<file path="src/rtl/control_sequencer.sv">
// rtl/control_sequencer.sv - instruction control sequencer: fetch/exec/memory-wait/halt FSM
module control_sequencer #(
    parameter int MEM_TIMEOUT = 15
) (
    input  logic       clock,
    input  logic       reset,
    input  logic [6:0] decoded_id,
    input  logic       decoded_valid,
    input  logic [3:0] cond,
    input  logic [3:0] flags,
    input  logic       mem_ready,
    output logic [6:0] ID,
    output logic       take,
    output logic       MODE,
    output logic       fetch_enable,
    output logic       busy,
    output logic       fault
);
    localparam logic [2:0] ST_RST      = 3'd0;
    localparam logic [2:0] ST_FETCH    = 3'd1;
    localparam logic [2:0] ST_EXEC     = 3'd2;
    localparam logic [2:0] ST_MEM_WAIT = 3'd3;
    localparam logic [2:0] ST_HALT     = 3'd4;

    localparam logic [6:0] ID_RST    = 7'd100;
    localparam logic [6:0] ID_BRANCH = 7'd36;
    localparam logic [6:0] ID_SVC    = 7'd72;
    localparam logic [6:0] ID_RET    = 7'd74;
    localparam logic [6:0] ID_HALT   = 7'd75;
    localparam logic [3:0] TIMEOUT   = 4'(MEM_TIMEOUT);

    logic [2:0] state_q, state_d;
    logic [6:0] ir_q, ir_d;
    logic [3:0] cnt_q, cnt_d;
    logic       take_q, take_d;
    logic       mode_q, mode_d;
    logic       fetch_enable_q, fetch_enable_d;
    logic       busy_q, busy_d;
    logic       fault_q, fault_d;

    logic       is_mem;
    logic       cond_base;
    logic       cond_true;
    logic [3:0] cnt_inc;
    logic       timeout_hit;
    logic       n_f, z_f, c_f, v_f;

    assign {n_f, z_f, c_f, v_f} = flags;
    assign is_mem = ((ir_q >= 7'd39) && (ir_q <= 7'd55)) ||
                    (ir_q == 7'd67) || (ir_q == 7'd68) || (ir_q == 7'd71);
    assign cnt_inc     = cnt_q + 4'd1;
    assign timeout_hit = (cnt_inc == TIMEOUT);

    // Conditions come in true/inverted pairs; cond[0] selects the inverted half.
    always_comb begin
        case (cond[3:1])
            3'd0:    cond_base = z_f;
            3'd1:    cond_base = c_f;
            3'd2:    cond_base = n_f;
            3'd3:    cond_base = v_f;
            3'd4:    cond_base = c_f & ~z_f;
            3'd5:    cond_base = (n_f == v_f);
            3'd6:    cond_base = ~z_f & (n_f == v_f);
            default: cond_base = 1'b1;
        endcase
        cond_true = (cond == 4'd15) ? 1'b0 : (cond_base ^ cond[0]);
    end

    always_comb begin
        state_d        = state_q;
        ir_d           = ir_q;
        cnt_d          = 4'd0;
        take_d         = take_q;
        mode_d         = mode_q;
        fetch_enable_d = 1'b0;
        fault_d        = fault_q;
        case (state_q)
            ST_RST: state_d = ST_FETCH;
            ST_FETCH: begin
                if (decoded_valid) begin
                    ir_d    = decoded_id;
                    state_d = ST_EXEC;
                end
            end
            ST_EXEC: begin
                if (ir_q == ID_BRANCH) take_d = cond_true;
                if ((ir_q == ID_SVC) && !mode_q)      mode_d = 1'b1;
                else if ((ir_q == ID_RET) && mode_q)  mode_d = 1'b0;
                if (is_mem) begin
                    state_d = ST_MEM_WAIT;
                end else if (ir_q == ID_HALT) begin
                    state_d = ST_HALT;
                end else begin
                    fetch_enable_d = 1'b1;
                    state_d        = ST_FETCH;
                end
            end
            ST_MEM_WAIT: begin
                cnt_d = cnt_inc;
                // A completion arriving on the timeout cycle still counts as success.
                if (mem_ready) begin
                    fetch_enable_d = 1'b1;
                    state_d        = ST_FETCH;
                end else if (timeout_hit) begin
                    fault_d = 1'b1;
                    state_d = ST_FETCH;
                end
            end
            ST_HALT: state_d = ST_HALT;
            default: state_d = ST_RST;
        endcase
        busy_d = (state_d != ST_FETCH);
    end

    always_comb begin
        case (state_q)
            ST_FETCH:    ID = 7'd0;
            ST_EXEC:     ID = ir_q;
            ST_MEM_WAIT: ID = (timeout_hit && !mem_ready) ? 7'd0 : ir_q;
            ST_HALT:     ID = ID_HALT;
            default:     ID = ID_RST;
        endcase
    end

    always_ff @(posedge clock or negedge reset) begin
        if (!reset) begin
            state_q        <= ST_RST;
            ir_q           <= 7'd0;
            cnt_q          <= 4'd0;
            take_q         <= 1'b0;
            mode_q         <= 1'b1;
            fetch_enable_q <= 1'b0;
            busy_q         <= 1'b1;
            fault_q        <= 1'b0;
        end else begin
            state_q        <= state_d;
            ir_q           <= ir_d;
            cnt_q          <= cnt_d;
            take_q         <= take_d;
            mode_q         <= mode_d;
            fetch_enable_q <= fetch_enable_d;
            busy_q         <= busy_d;
            fault_q        <= fault_d;
        end
    end

    assign take         = take_q;
    assign MODE         = mode_q;
    assign fetch_enable = fetch_enable_q;
    assign busy         = busy_q;
    assign fault        = fault_q;
endmodule

</file>
<file path="config.mk">
export PLATFORM = sky130hd
export DESIGN_NAME = control_sequencer
export DESIGN_NICKNAME = d
export VERILOG_FILES = /design/src/rtl/control_sequencer.sv
export SDC_FILE = /design/constraint.sdc
export NUM_CORES = 1
export LEC_CHECK = 0
export ABC_AREA = 0
export CORE_ASPECT_RATIO = 0.7
export CORE_MARGIN = 2
export CORE_UTILIZATION = 45
export DETAILED_ROUTE_END_ITERATION = 7
export PLACE_DENSITY = 0.75
export SKIP_CTS_REPAIR_TIMING = 1
export SLEW_MARGIN = 20
export SYNTH_ARGS = -nofsm -noshare
export SYNTH_HDL_FRONTEND = slang
export SYNTH_SLANG_ARGS = --single-unit
</file>
<file path="constraint.sdc">
create_clock -name clock -period 3.3 [get_ports clock]
set_input_delay 0.66 -clock clock [delete_from_list [all_inputs] [get_ports clock]]
set_output_delay 0.66 -clock clock [all_outputs]
set_load 0.01 [all_outputs]
</file>
==> After elaboration in Yosys (flattened, before gate mapping) <==
Index checks and enable logic that the tools add are counted.
{ "totals": {"ff_bits": 19, "latchBits": 0, "ram_bits": 0, "rom_bits": 0, "in_bits": 19, "out_inout_bits": 12, "elab_cells": 70, "memories": 0} }
{ "classes": {"n_addsub": 1, "multipliers": 0, "div_mod_pow": 0, "order_cmp": 2, "n_eq_ne": 21, "n_shift": 0, "mux": 17, "n_bitwise": 5, "n_reduce_logical": 16} }
{ "ops": {"columns": ["cell", "n"], "rows": [
  ["== test 7 bit (second input constant)", 6],
  ["case mux 7 bit (4 select lines)", 1],
  ["2-to-1 mux 3 bit", 5],
  ["case mux 3 bit (5 select lines)", 1],
  ["== test 3 x 2 -> 1 bit (second input constant)", 4],
  ["== test 3 bit (second input constant)", 4],
  ["== test 4 bit (second input constant)", 2],
  ["== test 7 x 6 -> 1 bit (second input constant)", 1],
  [">= comparator 7 x 6 -> 1 bit (second input constant)", 1],
  ["<= comparator 7 x 6 -> 1 bit (second input constant)", 1],
  ["2-to-1 mux 7 bit", 1],
  ["case mux 1 bit (7 select lines)", 1],
  ["== test 3 x 1 -> 1 bit (second input constant)", 2],
  ["logical NOT 3 bit", 2],
  ["2-to-1 mux 1 bit", 6],
  ["AND reduction 2 bit", 3],
  ["adder 4 x 1 -> 4 bit (second input constant)", 1],
  ["logical AND 1 bit", 4],
  ["2-to-1 mux 4 bit", 1],
  ["logical OR 1 bit", 3],
  ["inequality test 3 x 1 -> 1 bit (second input constant)", 1],
  ["AND reduction 3 bit", 1],
  ["bitwise AND 1 bit", 2],
  ["logical NOT 1 bit", 2],
  ["other kinds (5)", 6]
]} }

==> Longest topological paths before layout <==
Gate-level depths: netlist (run 1).
{ "logic_depth": {"word_depth": 8, "depth_mapped": 6, "depth_no_buf": 5} }

==> Worst setup path before layout (run 1) <==
No wires, ideal clock.
{ "synth_path": {"kind": "register to output", "start": "register cnt_q[0]", "end": "output port ID[0]", "arrival_ns": 1.323, "setup_slack_ns": 1.317, "stages_incl_launch_ff": 6, "path_cell_list": "dfrtp_1 ha_1 nor2b_1 o21ai_1 a21oi_1 o31ai_1"} }
{ "synth_via": {"elab_chain_len": 5} }
{ "synth_rtl": {"columns": ["item", "line", "rtl"], "rows": [
  ["from (decl)", "34", "logic [3:0] cnt_q, cnt_d;"],
  ["from (signal assigned)", "138", "cnt_q <= cnt_d;"],
  ["adder 4 x 1 -> 4 bit", "51", "assign cnt_inc = cnt_q + 4'd1;"],
  ["== test 4 bit", "52", "assign timeout_hit = (cnt_inc == TIMEOUT);"],
  ["logical AND 1 bit", "119", "ST_MEM_WAIT: ID = (timeout_hit && !mem_ready) ? 7'd0 : ir_q;"],
  ["2-to-1 mux 7 bit", "119", null],
  ["case mux 7 bit (4 select lines)", "116", "case (state_q)"],
  ["to (decl)", "12", "output logic [6:0] ID,"]
]} }
Every way passes these cells.

==> Worst setup path after layout (run 1) <==
{ "layout_path": {"start": "input port mem_ready", "end": "output port ID[0]"} }
{ "layout_via": {"elab_chain_len": 4} }
{ "layout_rtl": {"columns": ["item", "line", "rtl"], "rows": [
  ["from (decl)", "11", "input logic mem_ready,"],
  ["logical NOT 1 bit", "119", null],
  ["logical AND 1 bit", "119", null],
  ["2-to-1 mux 7 bit", "119", null],
  ["case mux 7 bit (4 select lines)", "116", null]
]} }
Every way passes these cells.

==> results.yml, run 1 <==
placement:
  dp.cells: 182
  port_buffers: 30
  place_hpwl_mm: 2.03
  place.gp.congestion: 0.785
routing:
  route.met2.wl_mm: 1.16
  antenna_left: 0
  drc: 0
  wl_met3_um: 194
  firstDrtPassIters: 4
  drt-met1-wl_mm: 1.22
  highest_layer: "met4"
  wl_per_cell_um: 13.9
  vias: 1022
  wl_mm: 2.59
  vias_per_cell: 5.49
  drtIter0Drc: 52
critical_path:
  startpoint_type: "primary input"
  crit_buf_inv: 3
  slowest_delay_ns: 0.61
  crit_fanout: 7
  cp_top_family: "buffers and inverters"
  ff2ff_setup_slack_ns: 1.65
  worst_ep_required_time_ns: 2.64
  cpMaxStageDelayCell: "clkdlybuf4s50_1"
  cp_common_cell: "clkdlybuf4s50_1"
  crit_arrival_ns: 2.39
  critPathKind: "primary input to output port"
  end_kind: "output port"
  crit_chain: "clkdlybuf4s50_1 > nand3b_1 > a21oi_1 > buf_4 > o31ai_1 > clkdlybuf4s50_1"
sta:
  worst_pin_slew_ns: 0.824
  maxSlewHeadroom_pct: 44.9
  hold_viol: 0
  setup_viol: 0
  rsz0062_at_grt: "false"
  fin_crit_sh_pct: 92.4
  slew_violations: 0
  period_needed_ns: 3.05
  max_freq_mhz: 328
  tns_ns: 0
  fin_worst_skew_ns: 0.000819
floorplan:
  rows: 15
  die_y_um: 46.3
  coreArea_mm2: 0.00244
  start_util_pct: 47.1
  dieArea_mm2: 0.00298
  io_pins: 31
  die_w_um: 64.4
logic_synthesis:
  ys_types: 46
  ys_ff_latch: 19
  async_flop_share_pct: 100
  synthesis.nets: 141
  syn-instance-count: 120
  ys_warn_count: 0
  synth_edf_count: 0
  yosys_most_used_dff: "dfrtp_1"
  syn_area_per_cell_um2: 9.58
  synth_area_mm2: 0.00115
  seq_area_frac_synth_pct: 41.6
clock_network:
  clk_path_buf_depth: 2
  cts_tree: "yes"
  clock_sinks: 19
  cts.clk_slew.worst_paths_ns: 0.11
  htreeDepth: 1
  cts_buffers: 3
  insertion_delay_ns: 0.30
  root_buffer: "clkbuf_4"
power_and_ir_drop:
  pwr-share-seq_pct: 41.6
  clkPwrFrac_pct: 11.7
  leakagePower_nw: 0.609
  p_comb_share_pct: 46.6
  vdd_ir_drop_max_v: 0.000373
  power_switching_w: 0.000404
  p_per_area_mw_per_mm2: 667
  p_sw_share_pct: 39.9
  p_int_w: 0.000608
finish:
  filler_cell_count: 209
  drive_above_1_share_pct: 9.87
  final_cells: 186
  area_delta_synth_final_pct: 31.9
  fin_nets: 174
  n_antenna_cell: 0
  final_common_cell: "clkdlybuf4s50_1"
  final_cell_mix: "clkdlybuf4s50_1, dfrtp_1, nand2_1, nor2_1, inv_1"
global_route:
  grtUsageTotal_pct: 19.4
  grt_pass1_vias: 954
  antenna_found_initial: 0
  grt_pass1_wl_mm: 4.31
  grt_remaining_overflow: 0
  grt_max_degree: 20
outcome:
  outcome: "finished clean"
worst_hold_path:
  hold_class: "flip-flop to flip-flop"
flow_run:
  maxCapViolCount: 0
power by group through the flow:
stage / Sequential [W] / Combinational [W] / Clock [W]
after CTS: 0.000420 / 0.000476 / 0.000123
after global routing: 0.000438 / 0.000515 / 0.000134
after detailed placement: 0.000425 / 0.000471 / 0
after floorplan: 0.000403 / 0.000281 / 0
after global placement: 0.000419 / 0.000462 / 0
final: 0.000421 / 0.000472 / 0.000118
worst paths after layout:
| check | startpoint | endpoint | cells past startpoint |
|---|---|---|---|
| min reg2reg | fault$_DFFE_PN0P_ | fault$_DFFE_PN0P_ | 1 |
| max | mem_ready | ID[0] | 6 |
| max in group asynchronous | reset | ir_q[1]$_DFFE_PN0P_ | 1 |
| max reg2reg | state_q[2]$_DFF_PN0_ | MODE$_DFFE_PN1P_ | 3 |
| min in group asynchronous | reset | cnt_q[2]$_DFF_PN0_ | 1 |
| min | fault$_DFFE_PN0P_ | fault$_DFFE_PN0P_ | 1 |
metal layers:
layer / up-vias / global-route usage (%)
li1: 499 / -
met1: 486 / 25.6
met2: 33 / 31.0
met3: 4 / 6.60
met4: 0 / 5.11
met5: - / 0
cell families (layout without fill, tap and decap cells):
family | after synthesis | after routing | synth area share (%)
buffers and inverters | 13 | 45 | 4.57
DFF | 19 | 19 | 41.6
and+or+nand+nor | 49 | 49 | 24.5
adders and majority gates | 2 | 2 | 2.18
AOI/OAI and AO/OA | 30 | 30 | 20.2
muxes | 3 | 3 | 3.92
xor gates and xnor gates | 4 | 4 | 3.05
stage by stage:
step | hold slack [ns] | total power (W) | utilization [%] | area, um2 | setup slack [ns]
after floorplan | 0.364 | 0.000683 | - | 1150 | 1.32
after global placement | 0.458 | 0.000881 | 61.0 | 1490 | 0.258
after detailed placement | 0.463 | 0.000897 | 61.0 | 1490 | 0.255
after CTS | 0.486 | 0.00102 | 62.2 | 1520 | 0.239
after global routing | 0.502 | 0.00109 | 62.2 | 1520 | 0.139
final | 0.477 | 0.00101 | 62.2 | 1520 | 0.251
worst register-to-register path, delay by kind of cell (launching register included):
family	cells	cell delay, ns
flops	1	0.49
mux	1	0.36
simple gates	2	0.73
synthesized netlist by cell type, types with 3 or more instances:
master | instances | area [um2]
dfrtp_1 | 17 | 425
nand2_1 | 12 | 45.0
nor2_1 | 10 | 37.5
inv_1 | 9 | 33.8
o21ai_0 | 6 | 30.0
o31ai_1 | 6 | 45.0
nand2b_1 | 5 | 31.3
a21oi_1 | 3 | 15.0
buf_2 | 3 | 15.0
nor2b_1 | 3 | 18.8
xnor2_1 | 3 | 26.3
area by class of cell:
| cell class | count | area (um2) | share of cell area [%] |
|---|---|---|---|
| clock buffers | 3 | 22.5 | 1.49 |
| clock inverters | 1 | 5.00 | 0.330 |
| inverters | 9 | 33.8 | 2.23 |
| multi-input cells | 88 | 619 | 40.8 |
| flip-flops and latches | 19 | 478 | 31.5 |
| well taps | 34 | 42.5 | 2.81 |
| repair buffers | 32 | 315 | 20.8 |
registers in the layout, summed over array words and instances (netlist names):
register      count
state_q           3
cnt_q             4
busy              1
fault             1
MODE              1
take              1
ir_q              7
fetch_enable      1
Power figures use the tool's default switching activity.
==> run 2: changes to the inputs <==
- CAP_MARGIN: default -> 20
- CORE_UTILIZATION: 45 -> 50
- PLACE_DENSITY: 0.75 -> 0.82
==> results.yml, run 2 (synthesis gave the netlist of run 1 again) <==
routing:
  wl_mm: 2.65
  drc: 0
  antenna_left: 0
  vias: 1023
  wl_per_cell_um: 14.4
  vias_per_cell: 5.56
  firstDrtPassIters: 4
  drtIter0Drc: 32
finish:
  drive_above_1_share_pct: 9.87
  final_cell_mix: "clkdlybuf4s50_1, dfrtp_1, nand2_1, nor2_1, inv_1"
  largest_register_ff_count: 7
  reg_top3: "ir_q (7), cnt_q (4), state_q (3)"
  multiInputGateArea_um2: 619
  filler_cell_count: 183
  final_common_cell: "clkdlybuf4s50_1"
  final_area_mm2: 0.00151
  fin_nets: 174
  layout.area.seq_um2: 478
  top_register: "ir_q"
  n_antenna_cell: 0
  area_delta_synth_final_pct: 31.7
clock_network:
  htreeDepth: 1
  cts_buffers: 3
  cts_tree: "yes"
  root_buffer: "clkbuf_4"
  cts.clk_slew.worst_paths_ns: 0.10
  clk_path_buf_depth: 2
  clock_sinks: 19
  insertion_delay_ns: 0.31
global_route:
  grt_remaining_overflow: 0
  antenna_found_initial: 0
  grt_pass1_wl_mm: 4.53
  grtUsageTotal_pct: 23.3
  grt_max_degree: 20
  grt_pass1_vias: 1012
worst_hold_path:
  min_path_cells: 1
  hold_class: "flip-flop to flip-flop"
  whs_endpoint: "fault$_DFFE_PN0P_"
  hold_path_startpoint: "fault$_DFFE_PN0P_"
placement:
  place_hpwl_mm: 2.07
  place.gp.congestion: 0.841
  port_buffers: 30
  post_dp_cell_area_mm2: 0.00149
  place_ws_ns: 0.271
sta:
  period_needed_ns: 3.04
  hold_viol: 0
  maxSlewHeadroom_pct: 45.9
  tns_ns: 0
  fin_worst_skew_ns: 0.00918
  setup_viol: 0
  worst_pin_slew_ns: 0.809
  max_freq_mhz: 329
  fin_crit_sh_pct: 92.1
  worst_slack_ns: 0.261
  rsz0062_at_grt: "false"
  slew_violations: 0
power_and_ir_drop:
  p_int_w: 0.000608
  p_comb_share_pct: 46.2
  p_per_area_mw_per_mm2: 674
  finalPower_w: 0.00102
  leakagePower_nw: 0.609
  power_switching_w: 0.000412
  vdd_ir_drop_max_v: 0.000477
  pwr-share-seq_pct: 41.8
  clkPwrFrac_pct: 12.0
  p_sw_share_pct: 40.4
floorplan:
  die_y_um: 44.1
  dieArea_mm2: 0.00271
  coreArea_mm2: 0.00215
  io_pins: 31
  start_util_pct: 53.4
  die_w_um: 61.3
  rows: 14
critical_path:
  r2r-end: "MODE$_DFFE_PN1P_"
  worst_r2r_path_depth: 3
  crit_arrival_ns: 2.38
  ff2ff_setup_slack_ns: 1.67
  crit-reg2reg-launch: "state_q[2]$_DFF_PN0_"
  startpoint_type: "primary input"
  end_kind: "output port"
  crit_fanout: 7
  critPathKind: "primary input to output port"
  worst_ep_required_time_ns: 2.64
flow_run:
  maxCapViolCount: 0
outcome:
  outcome: "finished clean"
[run 2: worst max-delay path by stage]
stage / cells past startpoint / start / to
2_1_floorplan: 5 / cnt_q[0]$_DFF_PN0_ / ID[0]
3_3_place_gp: 6 / mem_ready / ID[2]
3_5_place_dp: 6 / mem_ready / ID[1]
4_1_cts: 6 / mem_ready / ID[1]
5_1_grt: 6 / mem_ready / ID[0]
6_report: 6 / mem_ready / ID[6]
[run 2: cell type report]
| cell class | count | area share, % |
|---|---|---|
| clock inverter | 1 | 0.331 |
| multi-input combinational | 88 | 40.9 |
| clock buffer | 3 | 1.49 |
| inverter | 9 | 2.23 |
| sequential | 19 | 31.6 |
| tap | 32 | 2.64 |
| timing repair buffer | 32 | 20.8 |
[run 2: metrics by stage]
stage	utilization [%]	hold WS, ns	std cells
3_5_place_dp	69.0	0.445	180
4_1_cts	70.3	0.470	184
2_1_floorplan	-	0.364	120
6_report	70.3	0.464	184
3_3_place_gp	69.0	0.438	180
5_1_grt	70.3	0.494	184
[run 2: critical path: stages]
cell and delay (ns):
clkdlybuf4s50_1 0.54, nand3b_1 0.13, a21oi_1 0.04, buf_4 0.17, o31ai_1 0.24, clkdlybuf4s50_1 0.59
[run 2: power groups by stage]
| stage | Sequential [W] | Clock, W | Combinational (W) |
|---|---|---|---|
| CTS | 0.000423 | 0.000124 | 0.000472 |
| finish | 0.000426 | 0.000123 | 0.000471 |
| detailed placement | 0.000428 | 0 | 0.000469 |
| global route | 0.000443 | 0.000136 | 0.000521 |
| global placement | 0.000421 | 0 | 0.000458 |
| floorplan | 0.000403 | 0 | 0.000281 |
[run 2: metal layers]
| metal | share of wire, % | track usage (%) | vias up | wire, um |
|---|---|---|---|---|
| met5 | 0 | 0 | - | 0 |
| met4 | 1.9 | 9.57 | 0 | 50 |
| met3 | 6.0 | 7.31 | 7 | 158 |
| met2 | 46 | 36.4 | 29 | 1220 |
| met1 | 46 | 30.2 | 489 | 1220 |
| li1 | - | - | 498 | - |
==> RTL change 1, RTL diff (config.mk and constraints of run 2) <==
`ir_q` no longer has a reset.
--- a/src/rtl/control_sequencer.sv
+++ b/src/rtl/control_sequencer.sv
@@ -125,7 +125,6 @@
     always_ff @(posedge clock or negedge reset) begin
         if (!reset) begin
             state_q        <= ST_RST;
-            ir_q           <= 7'd0;
             cnt_q          <= 4'd0;
             take_q         <= 1'b0;
             mode_q         <= 1'b1;
@@ -134,7 +133,6 @@
             fault_q        <= 1'b0;
         end else begin
             state_q        <= state_d;
-            ir_q           <= ir_d;
             cnt_q          <= cnt_d;
             take_q         <= take_d;
             mode_q         <= mode_d;
@@ -144,6 +142,10 @@
         end
     end
 
+    always_ff @(posedge clock) begin
+        ir_q <= ir_d;
+    end
+
     assign take         = take_q;
     assign MODE         = mode_q;
     assign fetch_enable = fetch_enable_q;
Behaviour: same outputs for any inputs over 10 cycles, from zero or initial values and one cycle with reset low; that may be too few to reach the edited logic, so the function may still have changed.
==> RTL change 1 against run 2 <==
  * Routed wire length shrank 8.1%
  * Setup slack gained 0.075 ns
  * Total power shrank 20%
  * Synthesized area shrank 5.1%
  * Sequential cell count is the same
  * Non-clock buffer count shrank 1
  * Critical path depth shrank 1
  * Design area shrank 4.7%
==> RTL change 1: results (changes against run 2) <==
| Metric | Value |
|---|---|
| Sw Ratio | `35.2% (-5.2 points)` |
| Leading cell types by count after synthesis | `dfrtp_1 (10), nand2_1 (9), nor2_1 (9)` |
| Worst-margin pin slew | `0.575 ns (-0.235 ns)` |
| Vias | `937 (-8.4%)` |
| Initial drt markers | `47 (+47%)` |
| Final WL | `2440 um (-8.1%)` |
| GPL Wtd Cong | `0.748 (-11%)` |
| Post-Synth XOR/XNOR Area | `3.21% (+0.16 points)` |
| Worst Path Arrival | `2.30 ns (-0.08 ns)` |
| Filler Cells Inserted | `187 (+2.2%)` |
| Seq group | `367 uW (-14%)` |
| Placed cell areas | `1420 um^2 (-4.8%)` |
| Placed cells | `155 (-14%)` |
| RR Endpoint | `fetch_enable` |
| Pre-CTS WS | `0.397 ns (+0.126 ns)` |
| Compound-Gate Fraction of Synth Area | `18.7% (-1.5 points)` |
| Largest net degree at the start of global routing | `13 (-35%)` |
| Post-synth EDFFs | `7 (+7)` |
| Asr flop ratio synth | `63.2% (-37 points)` |
| Tot GR Track Use | `22.4% (-0.96 points)` |
| FF-to-FF path depth | `5 (+2)` |
| Post-DP HPWL | `1860 um (-10%)` |
| Vias per cell | `5.89 (+6.0%)` |
| P_comb | `336 uW (-29%)` |
| Run status | `complete, no violations` |
| Worst r2r src | `ir_q[0]` |
| Post-synthesis cell count | `101 (-16%)` |
| Post-synthesis sequential area ratio | `47.0% (+5.5 points)` |
| Worst R2R Setup Slack | `1.71 ns (+0.04 ns)` |
| Pwr dens | `569 nW/um^2 (-16%)` |
| Setup Skew | `0.00473 ns (-0.00446 ns)` |
| Mux share of post-synthesis cell area | `2.98% (-0.94 points)` |
| Synth area leaders | `dfrtp_1 (23%), edfxtp_1 (19%), dfstp_2 (4.8%), a21o_1 (3.4%), nand2_1 (3.1%)` |
| First-pass GRT wire length | `4260 um (-5.8%)` |
| Peak supply drop | `0.380 mV (-20%)` |
| Drt pass-1 iters | `4 (unchanged)` |
| Post-synthesis adder-cell area fraction | `2.29% (+0.12 points)` |
| WHS | `0.498 ns (+0.0345 ns)` |
[RTL change 1: cell count changes after synthesis, sizes merged, moves of 3 or more]
cell	run 2	this run
dfrtp	17	10
edfxtp	0	7
inv	9	4
o31ai	6	1
a21o	1	5
buf	4	0
o311ai	4	0
nand2	12	9
o21ai	7	4
[RTL change 1: final cells by class]
cell class | count | area, um^2 | area share (%)
Inverter | 4 | 15.0 | 1.04
Clock inverter | 1 | 5.00 | 0.347
Clock buffer | 3 | 22.5 | 1.56
Tap cell | 24 | 30.0 | 2.08
Sequential cell | 19 | 513 | 35.6
Multi-Input combinational cell | 77 | 549 | 38.1
Timing Repair Buffer | 31 | 308 | 21.3
[RTL change 1: per-layer routing]
layer	wire, um	track usage [%]	share of wire, %
met1	1020	28.5	42
met2	1230	38.3	50
met3	173	6.10	7.1
met4	15	4.00	0.62
met5	0	0	0
[RTL change 1: worst max-delay path by stage]
stage | start | end | slack [ns] | cells past startpoint
after floorplan | cnt_q[0] | ID[6] | 1.25 | 4
after global placement | mem_ready | ID[4] | 0.43 | 5
after detailed placement | mem_ready | ID[6] | 0.40 | 5
after CTS | cnt_q[0] | ID[6] | 0.33 | 5
after global routing | cnt_q[0] | ID[6] | 0.19 | 6
final | cnt_q[0] | ID[6] | 0.34 | 5
[RTL change 1: logic make-up (layout without fill, tap and decap cells)]
family                   count (synthesis)  in the layout
AO/OA/AOI/OAI                           26             26
XOR/XNOR                                 4              4
adder cells (fa/ha/maj)                  2              2
buffers and inverters                    5             39
flip-flops                              19             19
multiplexers                             2              2
AND/OR/NAND/NOR                         43             43
[RTL change 1: critical path: stages, from the launching register on]
cell and delay, ns:
dfrtp_1 0.46, ha_1 0.30, o21ai_2 0.23, a41oi_4 0.20
a211o_1 0.34, clkdlybuf4s50_1 0.48
==> RTL change 2, RTL diff (flow settings as in run 2) <==
Without the edit above. The parameter `MEM_TIMEOUT` goes from 15 to 7.
--- a/src/rtl/control_sequencer.sv
+++ b/src/rtl/control_sequencer.sv
@@ -1,6 +1,6 @@
 // rtl/control_sequencer.sv - instruction control sequencer: fetch/exec/memory-wait/halt FSM
 module control_sequencer #(
-    parameter int MEM_TIMEOUT = 15
+    parameter int MEM_TIMEOUT = 7
 ) (
     input  logic       clock,
     input  logic       reset,
Check against the original RTL: not equivalent (Yosys sat finds a counterexample within 10 cycles, from zero or initial values and one cycle with reset low).
==> RTL change 2 against run 2 <==
  * Total power shrank 0.24%
  * Setup slack worse by 0.073 ns
  * Synthesized cell count is 7.5% lower
  * Synthesized area fell by 2.7%
  * Via count shrank 2.2%
  * Combinational power down 4%
  * Count of clock-buffer cells in the layout is 1 higher
  * Routed wire length decreased by 1.7%
  * Sequential cell count did not move
  * Critical endpoint unchanged
  * Worst hold slack gained 0.028 ns
  * Largest cell class unchanged
  * Design area shrank 2.5%
  * Global-route usage is 2.8 points lower
  * Critical path depth stayed put
==> RTL change 2: results (changes against run 2) <==
| Metric | Value |
|---|---|
| Total CTS buffers | `3 (unchanged)` |
| Worst r2r src | `state_q[1]` |
| RR Endpoint | `ir_q[2]` |
| Run status | `complete, no violations` |
| Clock transition at path regs | `0.10 ns (about the same)` |
| Max H-tree Level | `1 (unchanged)` |
| Tot GR Track Use | `20.5% (-2.8 points)` |
| Synth area leaders | `dfrtp_1 (38%), mux2_1 (5.0%), dfstp_2 (4.7%), a21o_1 (3.4%), nand2b_1 (3.4%)` |
| Leading cell types by count after synthesis | `dfrtp_1 (17), nand2_1 (8), nor2_1 (8)` |
| Clock buf count | `4 (+1)` |
| Largest net degree at the start of global routing | `20 (unchanged)` |
| Post-DP HPWL | `1980 um (-4.1%)` |
| Syn nets | `132 (-6.4%)` |
| Post-synthesis sequential area ratio | `42.7% (+1.2 points)` |
| Share of cells above drive strength 1 | `4.90% (-5.0 points)` |
| Nonclk inv count | `4 (-5)` |
| Root Buffer | `clkbuf_4` |
| Seq Cell Count | `19 (unchanged)` |
| Register area | `478 um^2 (unchanged)` |
| Final nets | `165 (-5.2%)` |
| Synth warn | `0 (unchanged)` |
| Layout non-clock buf frac | `20.3% (-0.49 points)` |
| Port Buf Inserts | `30 (unchanged)` |
| Pwr dens | `689 nW/um^2 (+2.3%)` |
| CP top delay family | `compound AO/OA/AOI/OAI gates` |
| CP max stage delay | `0.48 ns (-0.11 ns)` |
| Fraction of area in multi-input gates | `41.8% (+0.87 points)` |
| Worst setup path endpoint | `ID[6]` |
| Top Registers | `ir_q (7), cnt_q (4), state_q (3)` |
| Vias in the first global route | `913 (-9.8%)` |
| CTS max path bufs | `2 (unchanged)` |
| Setup Skew | `0.00664 ns (-0.00254 ns)` |
| Drt pass-1 iters | `4 (unchanged)` |
| Crit. Startpoint | `cnt_q[0]` |
| HP Class | `flop to flop` |
| Post-synthesis cell count | `111 (-7.5%)` |
| Worst Path Arrival | `2.45 ns (+0.07 ns)` |
| Initial drt markers | `28 (-13%)` |
| Final Non-Filler Cells | `175 (-4.9%)` |
| Initial antenna violation count | `0 (unchanged)` |
| Clock Latency Late Sink | `0.31 ns (about the same)` |
| Final WL | `2610 um (-1.7%)` |
| Worst-margin pin slew | `0.848 ns (+0.0392 ns)` |
| Clock buf/inv share | `1.78% (-0.039 points)` |
| FF-to-FF path depth | `3 (unchanged)` |
| Placed cells | `171 (-5.0%)` |
| Post-synthesis cell type count | `45 (-2.2%)` |
| First-pass GRT wire length | `4020 um (-11%)` |
| Worst path slowest cell | `clkdlybuf4s50_1` |
| LEAKAGE | `0.618 nW (+1.6%)` |
| Multi-In Gates | `86 (-2.3%)` |
| Asr flop ratio synth | `100% (unchanged)` |
| Placed cell areas | `1450 um^2 (-2.4%)` |
| Bufs w/o clock | `30 (-6.3%)` |
| Worst Path Max Fanout | `6 (-1)` |
| Worst R2R Setup Slack | `1.70 ns (+0.03 ns)` |
| Filler Cells Inserted | `172 (-6.0%)` |
| Peak supply drop | `0.396 mV (-17%)` |
| Vias | `1001 (-2.2%)` |
| GPL Wtd Cong | `0.843 (+0.24%)` |
## RTL change 2: cell count changes in the layout (fill, tap and decap cells not counted), sizes merged, moves of 2 or more
cell	before	now
o31ai	6	1
buf	2	0
o41ai	0	2
a21o	1	5
o21ai	7	3
inv	9	4
a21oi	3	6
nor2	10	8
nand2	12	8
xnor2	3	1
nand3	2	4
o311ai	4	2
mux2	2	5
## RTL change 2: layer usage
metal	GRT usage [%]	wire, um	vias up
met5	0	0	-
met4	3.91	25	0
met3	6.57	190	5
met2	33.5	1180	42
met1	27.3	1210	475
li1	-	-	479
## RTL change 2: kinds of logic after synthesis
kind of cell / share of synthesized area (%)
and+or+nand+nor: 25.1
xor gates and xnor gates: 2.35
muxes: 7.05
adders and majority gates: 2.24
buffers and inverters: 2.12
DFF: 42.7
AOI/OAI and AO/OA: 18.5
## RTL change 2: stage by stage
stage,utilization [%],setup WS (ns),hold slack [ns]
after global routing,69.1,0.0707,0.510
after floorplan,-,1.11,0.364
final,69.1,0.189,0.492
after detailed placement,67.9,0.348,0.461
after CTS,69.1,0.182,0.498
after global placement,67.9,0.341,0.462
## RTL change 2: how the worst min path moves through the flow
| stage | startpoint | endpoint | slack [ns] | cells after the start |
|---|---|---|---|---|
| detailed placement | fault | fault | 0.46 | 1 |
| floorplan | reset | cnt_q[0] | 0.36 | 0 |
| finish | fault | fault | 0.49 | 1 |
| global route | fault | fault | 0.51 | 1 |
| CTS | fault | fault | 0.50 | 1 |
| global placement | fault | fault | 0.46 | 1 |
## RTL change 2: power by group
part / internal (mW) / leakage, nW / total, mW / switching (mW)
registers: 0.318 / 0.231 / 0.442 / 0.124
logic: 0.257 / 0.372 / 0.454 / 0.197
clock network: 0.0472 / 0.0150 / 0.122 / 0.0748
total: 0.622 / 0.618 / 1.02 / 0.396
